--- config.mk ---
export PLATFORM = sky130hd
export DESIGN_NAME = sram_ctrl
export DESIGN_NICKNAME = d
export VERILOG_FILES = /design/src/rtl/sram_ctrl_pkg.sv /design/src/rtl/sram_ctrl.sv
export SDC_FILE = /design/constraint.sdc
export NUM_CORES = 1
export LEC_CHECK = 0
export BUFFER_PORTS_ARGS = -buffer_cell sky130_fd_sc_hd__buf_2
export CELL_PAD_IN_SITES_DETAIL_PLACEMENT = 0
export CELL_PAD_IN_SITES_GLOBAL_PLACEMENT = 1
export CORE_MARGIN = 3
export CORE_UTILIZATION = 33
export CTS_CLUSTER_DIAMETER = 50
export CTS_CLUSTER_SIZE = 8
export DETAILED_ROUTE_END_ITERATION = 7
export MAX_ROUTING_LAYER = met4
export PLACE_DENSITY = 0.77
export SYNTH_ARGS = -nofsm -noshare
export SYNTH_HDL_FRONTEND = slang
export SYNTH_SLANG_ARGS = --single-unit
export TNS_END_PERCENT = 20
--- constraint.sdc ---
create_clock -name i_clk -period 1.9 [get_ports i_clk]
set_input_delay 0.285 -clock i_clk [delete_from_list [all_inputs] [get_ports i_clk]]
set_output_delay 0.285 -clock i_clk [all_outputs]
set_load 0.03 [all_outputs]
--- src/rtl/sram_ctrl_pkg.sv ---
// sram_ctrl_pkg -- shared definitions for the sram_ctrl block.
//
// Holds the controller state encoding and the enum built on it. It also holds
// PAR_W, the number of extra SRAM bits per word. PAR_W is 1 when the optional
// parity feature is built (macro SRAM_CTRL_PARITY_EN defined) and 0 otherwise.
package sram_ctrl_pkg;

    localparam logic [2:0] ST_INIT_C    = 3'd0;
    localparam logic [2:0] ST_IDLE_C    = 3'd1;
    localparam logic [2:0] ST_ISSUE_C   = 3'd2;
    localparam logic [2:0] ST_CAPTURE_C = 3'd3;
    localparam logic [2:0] ST_RSP_C     = 3'd4;

    typedef enum logic [2:0] {
        S_INIT    = ST_INIT_C,
        S_IDLE    = ST_IDLE_C,
        S_ISSUE   = ST_ISSUE_C,
        S_CAPTURE = ST_CAPTURE_C,
        S_RSP     = ST_RSP_C
    } state_t;

`ifdef SRAM_CTRL_PARITY_EN
    localparam int PAR_W = 1;
`else
    localparam int PAR_W = 0;
`endif

endpackage

--- src/rtl/sram_ctrl.sv ---
// sram_ctrl -- single-port synchronous SRAM controller with a clearing sweep.
//
// After reset the controller writes zero to every word 0..DEPTH-1, one word per
// cycle. It then raises init_done and accepts one request at a time.
// A write occupies the SRAM for one ISSUE cycle.
// A read goes through ISSUE, then CAPTURE, then RSP. The read data is held in RSP
// until the consumer takes it. Addresses at or above DEPTH do not touch the
// stored data: such writes are dropped and such reads return zero.
//
// Optional feature: macro SRAM_CTRL_PARITY_EN. With it defined, the SRAM word
// gains an even-parity MSB. The parity is checked on reads and reported on
// rsp_perr.
//
// Ports:
//   i_clk      clock, rising edge
//   rst        synchronous active-low reset
//   req_valid / req_ready / req_write / req_addr / req_wdata   request channel
//   rsp_valid / rsp_ready / rsp_rdata (/ rsp_perr)             read response
//   init_done  clearing sweep finished
//   m_addr / m_write / m_wdata / m_rdata                       SRAM side; m_rdata
//              comes from the SRAM's output register
module sram_ctrl
    import sram_ctrl_pkg::*;
#(
    parameter int ADDR_WIDTH = 4,
    parameter int DATA_WIDTH = 32,
    parameter int DEPTH      = 16
) (
    input  logic                        i_clk,
    input  logic                        rst,
    input  logic                        req_valid,
    output logic                        req_ready,
    input  logic                        req_write,
    input  logic [ADDR_WIDTH-1:0]       req_addr,
    input  logic [DATA_WIDTH-1:0]       req_wdata,
    output logic                        rsp_valid,
    input  logic                        rsp_ready,
    output logic [DATA_WIDTH-1:0]       rsp_rdata,
`ifdef SRAM_CTRL_PARITY_EN
    output logic                        rsp_perr,
`endif
    output logic                        init_done,
    output logic [ADDR_WIDTH-1:0]       m_addr,
    output logic                        m_write,
    output logic [DATA_WIDTH+PAR_W-1:0] m_wdata,
    input  logic [DATA_WIDTH+PAR_W-1:0] m_rdata
);

    localparam int MW = DATA_WIDTH + PAR_W;
    // The sweep counter is one bit wider than the address so it can hold DEPTH
    // itself. That value marks the end of the sweep.
    localparam logic [ADDR_WIDTH:0] DEPTH_C = DEPTH[ADDR_WIDTH:0];
    localparam logic [ADDR_WIDTH:0] ONE_C   = {{ADDR_WIDTH{1'b0}}, 1'b1};

    state_t                r_state;
    logic [ADDR_WIDTH:0]   r_sweep;
    logic                  r_cap_wait;
    logic                  r_write;
    logic                  r_oor;
    logic                  r_req_ready;
    logic                  r_rsp_valid;
    logic [DATA_WIDTH-1:0] r_rsp_rdata;
    logic                  r_init_done;
    logic [ADDR_WIDTH-1:0] r_m_addr;
    logic                  r_m_write;
    logic [MW-1:0]         r_m_wdata;

    logic                  w_hs;
    logic                  w_in_range;
    logic [MW-1:0]         w_wdata;
    logic                  w_rd_perr;

`ifdef SRAM_CTRL_PARITY_EN
    logic                  r_rsp_perr;

    // The parity bit makes the total count of ones in the stored word even.
    function automatic logic even_par(input logic [DATA_WIDTH-1:0] d);
        return ^d;
    endfunction

    assign w_wdata   = {even_par(req_wdata), req_wdata};
    // Any odd count of ones across data and parity means the word was corrupted.
    assign w_rd_perr = ^m_rdata;
    assign rsp_perr  = r_rsp_perr;
`else
    assign w_wdata   = req_wdata;
    assign w_rd_perr = 1'b0;
`endif

    assign w_hs       = req_valid & r_req_ready;
    assign w_in_range = ({1'b0, req_addr} < DEPTH_C);

    assign req_ready  = r_req_ready;
    assign rsp_valid  = r_rsp_valid;
    assign rsp_rdata  = r_rsp_rdata;
    assign init_done  = r_init_done;
    assign m_addr     = r_m_addr;
    assign m_write    = r_m_write;
    assign m_wdata    = r_m_wdata;

    // Controller FSM; every output is a register updated here.
    always_ff @(posedge i_clk) begin
        if (!rst) begin
            r_state     <= S_INIT;
            r_sweep     <= {(ADDR_WIDTH+1){1'b0}};
            r_cap_wait  <= 1'b0;
            r_write     <= 1'b0;
            r_oor       <= 1'b0;
            r_req_ready <= 1'b0;
            r_rsp_valid <= 1'b0;
            r_rsp_rdata <= {DATA_WIDTH{1'b0}};
            r_init_done <= 1'b0;
            r_m_addr    <= {ADDR_WIDTH{1'b0}};
            r_m_write   <= 1'b0;
            r_m_wdata   <= {MW{1'b0}};
`ifdef SRAM_CTRL_PARITY_EN
            r_rsp_perr  <= 1'b0;
`endif
        end else begin
            case (r_state)
                S_INIT: begin
                    if (r_sweep < DEPTH_C) begin
                        r_m_addr  <= r_sweep[ADDR_WIDTH-1:0];
                        r_m_write <= 1'b1;
                        r_m_wdata <= {MW{1'b0}};
                        r_sweep   <= r_sweep + ONE_C;
                    end else begin
                        r_m_write   <= 1'b0;
                        r_init_done <= 1'b1;
                        r_req_ready <= 1'b1;
                        r_state     <= S_IDLE;
                    end
                end
                S_IDLE: begin
                    if (w_hs) begin
                        r_m_addr    <= req_addr;
                        r_m_wdata   <= w_wdata;
                        // An out-of-range write never reaches the SRAM.
                        r_m_write   <= req_write & w_in_range;
                        r_write     <= req_write;
                        r_oor       <= ~w_in_range;
                        r_req_ready <= 1'b0;
                        r_state     <= S_ISSUE;
                    end else begin
                        r_m_write   <= 1'b0;
                    end
                end
                S_ISSUE: begin
                    r_m_write <= 1'b0;
                    if (r_write) begin
                        r_req_ready <= 1'b1;
                        r_state     <= S_IDLE;
                    end else begin
                        r_cap_wait  <= 1'b1;
                        r_state     <= S_CAPTURE;
                    end
                end
                S_CAPTURE: begin
                    // The SRAM output register shows the addressed word one
                    // cycle into CAPTURE, so the data is sampled on the second
                    // CAPTURE edge. m_addr is held throughout CAPTURE.
                    if (r_cap_wait) begin
                        r_cap_wait <= 1'b0;
                    end else begin
                        r_rsp_rdata <= r_oor ? {DATA_WIDTH{1'b0}} : m_rdata[DATA_WIDTH-1:0];
`ifdef SRAM_CTRL_PARITY_EN
                        r_rsp_perr  <= r_oor ? 1'b0 : w_rd_perr;
`endif
                        r_rsp_valid <= 1'b1;
                        r_state     <= S_RSP;
                    end
                end
                S_RSP: begin
                    if (rsp_ready) begin
                        r_rsp_valid <= 1'b0;
                        r_req_ready <= 1'b1;
                        r_state     <= S_IDLE;
                    end else begin
                        r_rsp_valid <= 1'b1;
                    end
                end
                default: begin
                    r_m_write   <= 1'b0;
                    r_req_ready <= 1'b0;
                    r_rsp_valid <= 1'b0;
                    r_sweep     <= {(ADDR_WIDTH+1){1'b0}};
                    r_init_done <= 1'b0;
                    r_state     <= S_INIT;
                end
            endcase
        end
    end

    // Without the parity feature the check result has no consumer.
    logic w_unused;
    assign w_unused = w_rd_perr;

endmodule

=== After elaboration in Yosys (flattened, before gate mapping) ===
Index checks and enable logic that the tools add are counted.

* Add/sub/neg operators: 1
* Order comparisons: 1
* Eq/ne operators: 11
* Multiplexer cells: 28
* Bitwise gates (word level): 5
* Reduce and logical (&&, ||, !) cells: 15

{| class="wikitable"
|+ Operator list
! kind !! count
|-
| $mux 32 || 2
|-
| $pmux 32 s2 || 1
|-
| $pmux 3 s5 || 1
|-
| $ne 2x2->1 const B || 7
|-
| $mux 3 || 4
|-
| $reduce_and 2->1 || 6
|-
| $pmux 5 s2 || 1
|-
| $mux 1 || 9
|-
| $mux 4 || 2
|-
| $pmux 4 s2 || 1
|-
| $eq 3x2->1 const B || 2
|-
| $pmux 1 s3 || 2
|-
| $add 5x1->5 const B || 1
|-
| $lt 5x5->1 const B || 1
|-
| $mux 5 || 1
|-
| $pmux 1 s5 || 1
|-
| $reduce_and 5->1 || 1
|-
| $not 1->1 || 4
|-
| $pmux 1 s2 || 2
|-
| $reduce_and 4->1 || 1
|-
| $reduce_bool 2->1 || 2
|-
| $reduce_or 4->1 || 1
|-
| $eq 3x1->1 const B || 1
|-
| $eq 3x3->1 const B || 1
|-
| other kinds (6) || 6
|}

* Register bits after elaboration: 82
* Logic and storage cells: 72

=== Longest topological paths before layout ===
* Word-level depth: 4
* Depth in mapped cells: 7

=== Worst setup path after synthesis ===
No wires, ideal clock.

* Path kind: register to register
* Start: register r_req_ready (netlist: req_ready)
* End: register r_m_addr[1] (netlist: m_addr[1])
* Data arrival time: 1.332 ns
* Required time: 1.784 ns
* Setup slack: 0.452 ns
* Stages on the path, launching flop included: 6
* Path buffers: 1
* Cell sequence: dfxtp_1 > nand3_1 > a21boi_4 > buf_4 > nand2_1 > o211a_1

* Cells in the longest elaborated chain, start to end: 3

{| class="wikitable"
|+ Ends and longest elaborated chain
! what !! line !! RTL
|-
| start: declaration || sram_ctrl.sv:60 || <nowiki>logic r_req_ready;</nowiki>
|-
| start signal: assignment || sram_ctrl.sv:109 || <nowiki>r_req_ready <= 1'b0;</nowiki>
|-
| start signal: assignment || sram_ctrl.sv:130 || <nowiki>r_req_ready <= 1'b1;</nowiki>
|-
| start signal: assignment || sram_ctrl.sv:142 || <nowiki>r_req_ready <= 1'b0;</nowiki>
|-
| $and 1x1->1 || sram_ctrl.sv:90 || <nowiki>assign w_hs = req_valid & r_req_ready;</nowiki>
|-
| $ne 2x2->1 (no source line) || - ||
|-
| $reduce_and 3->1 (no source line) || - ||
|-
| end signal: assignment || sram_ctrl.sv:113 || <nowiki>r_m_addr <= {ADDR_WIDTH{1'b0}};</nowiki>
|-
| end signal: assignment || sram_ctrl.sv:123 || <nowiki>r_m_addr <= r_sweep[ADDR_WIDTH-1:0];</nowiki>
|-
| end signal: assignment || sram_ctrl.sv:136 || <nowiki>r_m_addr <= req_addr;</nowiki>
|-
| end: declaration || sram_ctrl.sv:64 || <nowiki>logic [ADDR_WIDTH-1:0] r_m_addr;</nowiki>
|}

Every way passes these cells.
A chain may end at the register's enable or synchronous reset.

=== Worst setup path after layout ===
* Start: register r_sweep[4]
* End: register r_m_wdata[21] (netlist: m_wdata[21])

* Cells in the longest elaborated chain, start to end: 3

{| class="wikitable"
|+ Ends and longest elaborated chain
! what !! line !! RTL
|-
| start: declaration || sram_ctrl.sv:56 || <nowiki>logic [ADDR_WIDTH:0] r_sweep;</nowiki>
|-
| start signal: assignment || sram_ctrl.sv:105 || <nowiki>r_sweep <= {(ADDR_WIDTH+1){1'b0}};</nowiki>
|-
| start signal: assignment || sram_ctrl.sv:126 || <nowiki>r_sweep <= r_sweep + ONE_C;</nowiki>
|-
| start signal: assignment || sram_ctrl.sv:186 || <nowiki>r_sweep <= {(ADDR_WIDTH+1){1'b0}};</nowiki>
|-
| $lt 5x5->1 || sram_ctrl.sv:122 || <nowiki>if (r_sweep < DEPTH_C) begin</nowiki>
|-
| $ne 2x2->1 (no source line) || - ||
|-
| $reduce_and 3->1 (no source line) || - ||
|-
| end signal: assignment || sram_ctrl.sv:115 || <nowiki>r_m_wdata <= {MW{1'b0}};</nowiki>
|-
| end signal: assignment || sram_ctrl.sv:125 || <nowiki>r_m_wdata <= {MW{1'b0}};</nowiki>
|-
| end signal: assignment || sram_ctrl.sv:137 || <nowiki>r_m_wdata <= w_wdata;</nowiki>
|-
| end: declaration || sram_ctrl.sv:66 || <nowiki>logic [MW-1:0] r_m_wdata;</nowiki>
|}

Every way passes these cells.

==> impl_metrics.yaml <==
status:
  status: "finished, final reports clean"
place:
  place_congestion: 0.815
  port_buffers: 144
  dp.cells: 646
  detailed_place_hpwl_um: 6100
cells_and_area:
  drive_above_1_share_pct: 31.9
  layout-area-overhead-vs-synth_pct: 32.5
  insertedDiodeCount: 0
  nets: 602
  fin_cells: 662
drt:
  first_pass_iters: 4
  postRouteAntennaNets: 0
  wl_um: 8620
  drc: 0
  via_per_inst: 4.71
  drt_iter0_markers: 115
  detail_route.wl_per_cell_um: 13.0
  vias: 3119
min_path:
  hold-path-endpoint: "m_wdata[30]"
  holdPathStages: 3
  hold_class: "in2reg"
  min_from: "req_wdata[30]"
grt:
  grt_max_degree: 65
  grt_pass1_vias: 2798
  grt_util_all_layers_pct: 15.8
  gr-total-overflow: 0
  antenna_found_initial: 0
  grt_pass1_wl_um: 14000
clock_tree:
  post_cts_buffers: 0
  cts_resized: 0
  clk_pin_slew_ns: 0.09
  clk_latency_ns: 0.35
  clockRootBuffer: "clkbuf_8"
  cts_tree: "done"
  clkSinkCount: 82
  cts_buffer_depth: 2
  cts_buffers: 9
  ctsHoldBuffers: 0
  cts_max_level: 3
setup_path:
  cp_slowest_cell: "dfxtp_1"
  startpoint_type: "flip-flop"
  max_stage_delay_ns: 0.38
  r2r_end: "m_wdata[21]"
  cp_data_required_time_ns: 2.16
  critPathKind: "reg2reg"
  reg2regPathDepth: 5
  path_cells: "or2_1, a21boi_4, buf_12, nand3_1, o21ai_0"
  arrival_ns: 1.79
  r2r_slack_ns: 0.37
  crit_path_max_fanout: 64
  endpoint_kind: "flip-flop"
  reg2reg_from: "r_sweep[4]"
synthesis:
  syn_nets: 469
  yosysUniqueCellTypes: 38
  synth.cell_area_um2: 3280
  dominantRegCellSynth: "dfxtp_1"
  syn_area_per_cell_um2: 8.30
  yosys_warnings: 0
  synth_edf_count: 0
  synthCells: 395
  ys_seq_area_share_pct: 50.1
  synth_seq_cells: 82
  synthArstFlopShare_pct: 0
sta:
  setup_viol: 0
  period_minus_slack_ns: 1.53
  clock.fmax_ghz: 0.656
  post-route-period-util_pct: 80.3
  slew_viol_final: 0
  finClkSkew_ns: 0.0110
  tightestPinTransition_ns: 0.529
  hold_viol: 0
  rsz0062_at_grt: "no"
  relSlewSlack_pct: 64.7
  setup_tns_ns: 0
floorplanning:
  die_x_um: 106
  dieArea_um2: 11200
  num_rows: 35
  ios: 145
  die_y_um: 106
  start_util_pct: 34.6
  core_um2: 9460
power_and_ir_drop:
  ir_worst_vdd_mv: 0.490
  power.total_uw: 3400
  power.density_nw_per_um2: 783
  p_leak_uw: 0.00191
flow_run:
  maxCapViolCount: 0
where the power goes:
part           switching, uW  internal, uW
combinational           72.1          86.0
sequential              10.9          1730
clock                    631           873
total                    714          2690
registers in the layout, indices dropped and copies added, names as in the netlist, 3 cells and up:
signal,cells
m_addr,4
rsp_rdata,32
r_state,3
r_sweep,5
m_wdata,32
cell usage in the layout, fill, tap and decap left out, types with 2 or more instances in the layout:
master and n:
mux2i_1 4, a21boi_0 32, nand3_1 35, o21a_1 3, o21ai_0 34, nand2_1 106
nor2b_1 8, clkbuf_8 9, nor3_1 3, buf_4 8, buf_12 2, a21boi_1 4
clkbuf_1 2, a21oi_1 6, and2b_1 2, nor2_1 8, o21ai_1 4, a22oi_1 2
nand2b_1 3, dfxtp_1 82, bufinv_16 3, o211a_1 4, inv_1 2, or2_1 2
buf_2 144, and2_1 4, a31oi_1 3
worst max-delay path by stage:
stage	depth (start not counted)	slack, ns	startpoint	to
after floorplan	5	0.45	req_ready	m_addr[1]
after global placement	5	0.44	r_state[0]	m_wdata[8]
after detailed placement	5	0.38	r_sweep[4]	m_wdata[29]
after CTS	5	0.37	r_sweep[4]	m_wdata[21]
after global routing	5	0.23	r_state[0]	m_wdata[20]
final	5	0.37	r_sweep[4]	m_wdata[21]
stage by stage:
stage               setup WS [ns]  util, %  cell area [um^2]  hold slack, ns
floorplan                   0.452        -              3280           0.415
global placement            0.436     43.4              4110           0.433
detailed placement          0.384     43.4              4110           0.439
CTS                         0.368     45.9              4340           0.130
global route                0.227     45.9              4340           0.130
finish                      0.375     45.9              4340           0.146
cell type report:
cell class,instances,area [um^2]
Tap cell,129,161
Clock inverter,5,103
Multi-Input combinational cell,279,1480
Clock buffer,11,131
Sequential cell,82,1640
Fill cell,993,5120
Inverter,2,7.51
Timing Repair Buffer,154,821
cells by family after synthesis:
kind of cell	count (synthesis)	share of synthesized area (%)
AO/OA/AOI/OAI	96	19.3
buffers and inverters	34	4.85
AND/OR/NAND/NOR	178	24.2
adder cells (fa/ha/maj)	1	0.382
multiplexers	4	1.22
flip-flops	82	50.1
cell usage after synthesis, types with 4 or more instances:
cell      count  share of area [%]
a21boi_1      4               0.92
nand2_1     106                 12
dfxtp_1      82                 50
and2_1        4               0.76
nor2b_1       8                1.5
buf_2         9                1.4
o211a_1       4                1.2
o21ai_0      34                5.2
clkbuf_2      4               0.61
a21boi_0     32                7.3
a21oi_1       6               0.92
nor2_1        8               0.92
o21ai_1       4               0.61
clkbuf_1     12                1.4
nand3_1      35                5.3
mux2i_1       4                1.2
buf_4         4               0.92
metal layers:
layer | global-route usage [%] | share of wire, % | vias to the layer above
met5 | - | 0 | -
li1 | - | - | 1594
met2 | 25.6 | 50 | 66
met4 | 6.48 | 1.8 | 0
met1 | 19.3 | 45 | 1445
met3 | 3.06 | 3.7 | 14
critical path: cells and delay by family (launching register included):
kind                   cells  cell delay [ns]
and+or+nand+nor            2             0.38
DFF                        1             0.38
buffers and inverters      1             0.28
AOI/OAI and AO/OA          2             0.37
Note: power is estimated with default switching activity, not from simulation.
